### src/rtl/mux_arbiter_4.sv
// Four requesters share one 4:1 data mux behind a single registered output
// stage. A rotating priority pointer arbitrates among them round-robin.
module mux_arbiter_4 #(
    parameter int W = 8
) (
    input  logic           clk,
    input  logic           rst,
    input  logic [3:0]     in_valid,
    input  logic [4*W-1:0] in_data,
    output logic [3:0]     in_ready,
    output logic           out_valid,
    output logic [W-1:0]   out_data,
    output logic [1:0]     out_src,
    input  logic           out_ready
);

    logic [1:0]   ptr_r;
    logic         out_valid_r;
    logic [W-1:0] out_data_r;
    logic [1:0]   out_src_r;

    logic         load_s;
    logic         any_valid_s;
    logic         accept_s;
    logic         found_s;
    logic [1:0]   grant_s;
    logic [1:0]   idx_s;
    logic [W-1:0] mux_data_s;

    // Round-robin search: first valid requester at ptr, ptr+1, ptr+2, ptr+3.
    always_comb begin
        grant_s = ptr_r;
        found_s = 1'b0;
        idx_s   = ptr_r;
        for (int k = 0; k < 4; k++) begin
            idx_s   = ptr_r + 2'(k);
            grant_s = (!found_s && in_valid[idx_s]) ? idx_s : grant_s;
            found_s = found_s | in_valid[idx_s];
        end
    end

    // Handshake qualifiers; reset suppresses any acceptance in its cycle.
    always_comb begin
        any_valid_s = |in_valid;
        load_s      = !out_valid_r || out_ready;
        accept_s    = load_s && any_valid_s && !rst;
    end

    // Shared 4:1 data mux steered by the grant.
    always_comb begin
        case (grant_s)
            2'd0:    mux_data_s = in_data[0*W +: W];
            2'd1:    mux_data_s = in_data[1*W +: W];
            2'd2:    mux_data_s = in_data[2*W +: W];
            2'd3:    mux_data_s = in_data[3*W +: W];
            default: mux_data_s = {W{1'b0}};
        endcase
    end

    // One-hot ready toward the granted requester, combinational by design.
    always_comb begin
        in_ready = 4'b0000;
        if (accept_s) begin
            in_ready[grant_s] = 1'b1;
        end else begin
            in_ready = 4'b0000;
        end
    end

    // Output register and priority pointer.
    always_ff @(posedge clk) begin
        if (rst) begin
            ptr_r       <= 2'd0;
            out_valid_r <= 1'b0;
            out_data_r  <= {W{1'b0}};
            out_src_r   <= 2'd0;
        end else if (load_s) begin
            if (any_valid_s) begin
                out_valid_r <= 1'b1;
                out_data_r  <= mux_data_s;
                out_src_r   <= grant_s;
                ptr_r       <= grant_s + 2'd1;
            end else begin
                // Drained with nothing to refill: keep the last word visible.
                out_valid_r <= 1'b0;
            end
        end
    end

    assign out_valid = out_valid_r;
    assign out_data  = out_data_r;
    assign out_src   = out_src_r;

endmodule

### config.mk
export PLATFORM = sky130hd
export DESIGN_NAME = mux_arbiter_4
export DESIGN_NICKNAME = d
export VERILOG_FILES = /design/src/rtl/mux_arbiter_4.sv
export SDC_FILE = /design/constraint.sdc
export NUM_CORES = 1
export LEC_CHECK = 0
export CORE_UTILIZATION = 35
export DETAILED_ROUTE_END_ITERATION = 16
export PLACE_DENSITY_LB_ADDON = 0.15
export SETUP_SLACK_MARGIN = 0.2
export SLEW_MARGIN = 20
export SYNTH_ARGS = -nofsm -noshare
export SYNTH_HDL_FRONTEND = slang
export SYNTH_SLANG_ARGS = --single-unit
### constraint.sdc
create_clock -name clk -period 4.5 [get_ports clk]
set_clock_uncertainty 0.05 [all_clocks]
set_input_delay 0.45 -clock clk [delete_from_list [all_inputs] [get_ports clk]]
set_output_delay 0.45 -clock clk [all_outputs]
set_load 0.01 [all_outputs]
======== Word-level counts from Yosys, hierarchy flattened ========
Cells that the tools add are included.
operators by class
  muxes and demuxes ....................... 16
  $add $sub $neg .......................... 4
  magnitude comparators ................... 6
  reductions and logical operators ........ 15
  eq/ne operators ......................... 3
  bitwise gates (word level) .............. 2
operator list
  cell                                                                                 count
  8-bit one-hot mux with 4 select lines                                                1
  2-bit by 3-bit < comparator with 1-bit output, second input constant                 5
  1-bit binary-select mux with 2-bit select                                            4
  1-bit logical AND                                                                    6
  1-bit two-way mux                                                                    6
  2-bit two-way mux                                                                    3
  1-bit logical NOT                                                                    5
  2-bit by 1-bit adder with 2-bit output, second input constant                        2
  2-bit adder, second input constant                                                   2
  2-bit equality test, second input constant                                           2
  4-bit two-way mux                                                                    1
  4-bit OR reduction                                                                   1
  1-bit demux with 2-bit select                                                        1
  2-bit by 1-bit equality test with 1-bit output, second input constant                1
  2-bit by 1-bit greater-or-equal comparator with 1-bit output, second input constant  1
  2-bit logical NOT                                                                    1
  1-bit OR                                                                             2
  2-bit AND reduction                                                                  1
  1-bit logical OR                                                                     1
word-level totals
  bits in registers ....................... 13
  input port bits ......................... 39
  word-level logic and storage cells ...... 50

======== Depth between registers and ports, before layout ========
  word-level depth ........................ 13
  depth in mapped cells ................... 12

======== Worst setup path after synthesis ========
No wires, ideal clock.
  path type ............................... input-to-reg
  from .................................... input in_valid[0]
  to ...................................... register out_data_r[6], in the netlist out_data[6]
  stages on the path ...................... 10
  setup time .............................. 91 ps
  setup slack ............................. 2149 ps
  data arrival time ....................... 2210 ps
  path through ............................ nor2b_4 -> or2_1 -> o31a_2 -> ha_1 -> buf_2 -> inv_1 -> buf_2 -> o21a_1 -> o211ai_1 -> a311oi_1
on the way
  cells in the longest elaborated chain, start to end .. 9
  elaborated cells between the ends (all ways) .. 26
RTL lines
  element                                                       RTL line  RTL
  start, declared                                               8         input logic [3:0] in_valid,
  1-bit binary-select mux with 2-bit select (on tied branches)  38, 37
  1-bit two-way mux (on tied branches)                          38, 37
  1-bit logical NOT or 1-bit OR (tied branches)                 37, 38
  1-bit logical AND (tied with other cells)                     37        grant_s = (!found_s && in_valid[idx_s]) ? idx_s : grant_s;
  2-bit two-way mux (tied with other cells)                     37
  2-bit two-way mux or 1-bit logical AND (tied branches)        37
  2-bit two-way mux                                             37
  2-bit equality test (tied with other cells)                   51        case (grant_s)
  8-bit one-hot mux with 4 select lines                         51
  end signal, assigned                                          75        out_data_r <= {W{1'b0}};
  end signal, assigned                                          80        out_data_r <= mux_data_s;
  end, declared                                                 19        logic [W-1:0] out_data_r;
Parallel ways exist; a longest one is shown, timed or not. The select of a mux whose other input is x is not followed.
A chain may end at the register's enable or synchronous reset.

======== Final worst setup path ========
  from .................................... input in_valid[0]
  to ...................................... output in_ready[2]
on the way
  cells in the longest elaborated chain, start to end .. 12
  elaborated cells between the ends (all ways) .. 28
RTL lines
  element                                                                                                                                              RTL line  RTL
  1-bit binary-select mux with 2-bit select (on tied branches)                                                                                         38, 37
  1-bit two-way mux (on tied branches)                                                                                                                 38, 37
  1-bit logical NOT or 1-bit OR (tied branches)                                                                                                        37, 38
  1-bit logical AND (tied with other cells)                                                                                                            37
  2-bit two-way mux (tied with other cells)                                                                                                            37
  2-bit two-way mux or 1-bit logical AND (tied branches)                                                                                               37
  2-bit two-way mux (*)                                                                                                                                37
  via grant_s[1]                                                                                                                                       26        logic [1:0] grant_s;
  2-bit by 3-bit < comparator with 1-bit output (not written as such) or 2-bit by 1-bit greater-or-equal comparator with 1-bit output (tied branches)  64        in_ready[grant_s] = 1'b1;
  1-bit logical AND (not written as such)                                                                                                              64
  1-bit two-way mux (not written as such)                                                                                                              64
  1-bit demux with 2-bit select (*)                                                                                                                    64
  4-bit two-way mux (*)                                                                                                                                63        if (accept_s) begin
  end, declared                                                                                                                                        10        output logic [3:0] in_ready,
The timed path passes the listed nets; every way through them passes the cells marked *. The select of a mux whose other input is x is not followed.

==> qor.txt <==
met2 Use GR: 35.77%
Area Overhead vs Synth: 57.66%
gr ovfl total: 0
Clock power frac: 17.2%
HP Class: register to register
layer carrying the most global-route usage: met2
initial drt markers: 17
Switching Fraction: 35.13%
post-route DRC violation count: 0
Clock Latency Late Sink: 0.27 ns
largest net degree at the start of global routing: 25
Critical Setup Path Class: primary input to output port
VDD IR-drop max: 181.0 uV
final-report setup violation count: 0
Ant. Diodes: 0
CTS buffer count: 3
Syn Std Cell Area: 963.4 um2
Yosys warnings: 0
total clock sinks: 13
Seq pwr share: 33.7%
maxcap violations: 0
most frequent cells in the layout: clkdlybuf4s50_1 (53), nor2_1 (13), dfxtp_1 (13), o21ai_0 (10)
crit path capture type: output port
Max stage delay on crit path: 0.54 ns
RSZ-0062 raised after global routing: no
initial core utilization: 37.86%
Total Power: 0.4386 mW
CTS clk-pin slew, worst paths: 0.08 ns
fraction of registers with async set/reset: 0%
Die Y: 54.47 um
Pins Over Slew Limit: 0
placed wire-length estimate: 2.136 mm
switching pwr: 0.1541 mW
hold depth: 2
DR WL/cell: 14.91 um
commonest non-fill, non-tap cell in the layout: clkdlybuf4s50_1
layout cell share with drive strength beyond 1: 6.667%
fill count: 237
crit path launch type: primary input
cts hold-fix bufs: 0
slew margin rel.: 57.34%
port buffer count: 53
setup TNS: 0 ns
antenna-violating nets left: 0
Worst path slowest cell: clkdlybuf4s50_1
gpl congestion: 0.7634
vias: 1,115
Post-Route WL: 2.907 mm
Post-Syn Instances: 116
final hold slack: 0.4362 ns
post-CTS sizing: 0
setup bufs post-CTS: 0
mean post-synth cell area: 8.305 um2
Final nets: 208
CTS tree: yes
PnR worst setup slack: 1.042 ns
Die Span X: 54.47 um
Comb power frac: 49.1%
Worst R2R Path Depth: 9
Main synth FF type: dfxtp_1
Layout Cells excl Fill: 195
Pleak: 0.5650 nW
Vias per Instance: 5.718
critical-path cell list: clkdlybuf4s50_1 > nor2b_4 > or2_1 > o31a_2 > inv_1 > ha_1 > and2_1 > clkdlybuf4s50_1
Netlist cell types: 35
CP required: 4.00 ns
Post-synth EDFFs: 0
pwr/cell area: 288.8 mW/mm2
Tcrit/Tclk final: 76.85%
initial antenna violation count: 0
Fmax achieved: 0.2891 GHz
row cnt: 18
worst-margin pin slew: 0.6372 ns
Place WS: 1.048 ns
M1 GR Usage: 25.33%
most used cell, CP: clkdlybuf4s50_1
met3 global-route usage: 4.444%
outcome: completed
clock period minus worst slack: 3.458 ns
FF+latch area: 260.3 um2
Int Pwr: 0.2845 mW
first-pass GRT wire length: 4.436 mm
CP max FO: 9
dpl cells: 191
post-synth net total: 158
CTS H-tree depth: 1
GRT Total Usage: 21.06%
Clock Tree Root: clkbuf_4
count of final hold-check violations: 0
area of the multi-input gates: 638.1 um2
DIE AREA: 0.002966 mm2
core footprint: 0.002545 mm2
1st-pass router iterations: 4
sequential-to-total area share from yosys stat: 27.01%
# IOs: 54
WP data arrival: 2.96 ns
vias in the first global route: 1,037
Longest Clk Path Bufs: 2
flops & latches, synth: 13
[worst paths after layout]
| check | from | slack, ns | end |
|---|---|---|---|
| min reg2reg | out_valid$_SDFFE_PP0P_ | 0.44 | out_valid$_SDFFE_PP0P_ |
| max | in_valid[0] | 1.04 | in_ready[2] |
| min | out_valid$_SDFFE_PP0P_ | 0.44 | out_valid$_SDFFE_PP0P_ |
| max reg2reg | ptr_r[0]$_SDFFE_PP0P_ | 1.86 | out_data[1]$_SDFFE_PP0P_ |
[per-layer routing]
layer | vias to the layer above | part of all wire (%)
li1 | 545 | -
met1 | 515 | 43
met2 | 51 | 48
met3 | 4 | 7.3
met4 | 0 | 1.2
met5 | - | 0
[power by group through the flow]
stage | Combinational [mW] | Clock [mW] | Sequential (mW)
floorplan | 0.117 | 0 | 0.153
global placement | 0.210 | 0 | 0.149
detailed placement | 0.215 | 0 | 0.150
CTS | 0.216 | 0.0779 | 0.148
global route | 0.237 | 0.0838 | 0.150
finish | 0.215 | 0.0755 | 0.148
[worst max-delay path, delay by kind of cell]
family,cells,cell delay (ns)
AOI/OAI and AO/OA,1,0.38
adders and majority gates,1,0.36
buffers and inverters,3,1.18
and+or+nand+nor,3,0.60
[logic make-up (layout without fill, tap and decap cells)]
group / Yosys count / in the layout / share of synthesized area [%]
AO/OA/AOI/OAI: 55 / 55 / 45.20
adder cells (fa/ha/maj): 3 / 3 / 3.897
buffers and inverters: 14 / 63 / 6.752
flip-flops: 13 / 13 / 27.01
AND/OR/NAND/NOR: 31 / 31 / 17.14
[synth_stat cells (all sizes together), types with 2 or more instances]
| cell type | count | area, um2 |
|---|---|---|
| ha | 3 | 37.54 |
| nor2 | 13 | 48.80 |
| nor3b | 3 | 27.52 |
| a311oi | 8 | 70.07 |
| o21ai | 10 | 50.05 |
| buf | 7 | 37.53 |
| a21oi | 3 | 18.77 |
| a211oi | 3 | 22.52 |
| clkbuf | 2 | 8.750 |
| and2 | 2 | 12.51 |
| inv | 5 | 18.77 |
| a221o | 8 | 80.08 |
| nand2 | 5 | 18.77 |
| o21a | 8 | 60.06 |
| nor2b | 3 | 26.27 |
| dfxtp | 13 | 260.3 |
| o211ai | 8 | 60.06 |
[layout make-up]
class	instances	area share, %
well taps	30	2.471
repair buffers	54	35.42
flip-flops and latches	13	17.13
clock buffers	4	1.730
inverters	5	1.236
multi-input cells	89	42.01
[metrics by stage]
stage	cell area, um2	utilization, %
after global placement	1493	58.65
final	1519	59.69
after floorplan	963.4	-
after CTS	1519	59.69
after global routing	1519	59.69
after detailed placement	1493	58.65
[sequential cells by signal, indices dropped and copies added, names as in the netlist]
register and count:
out_data 8, out_src 2, out_valid 1, ptr_r 2
Power figures use the tool's default switching activity.
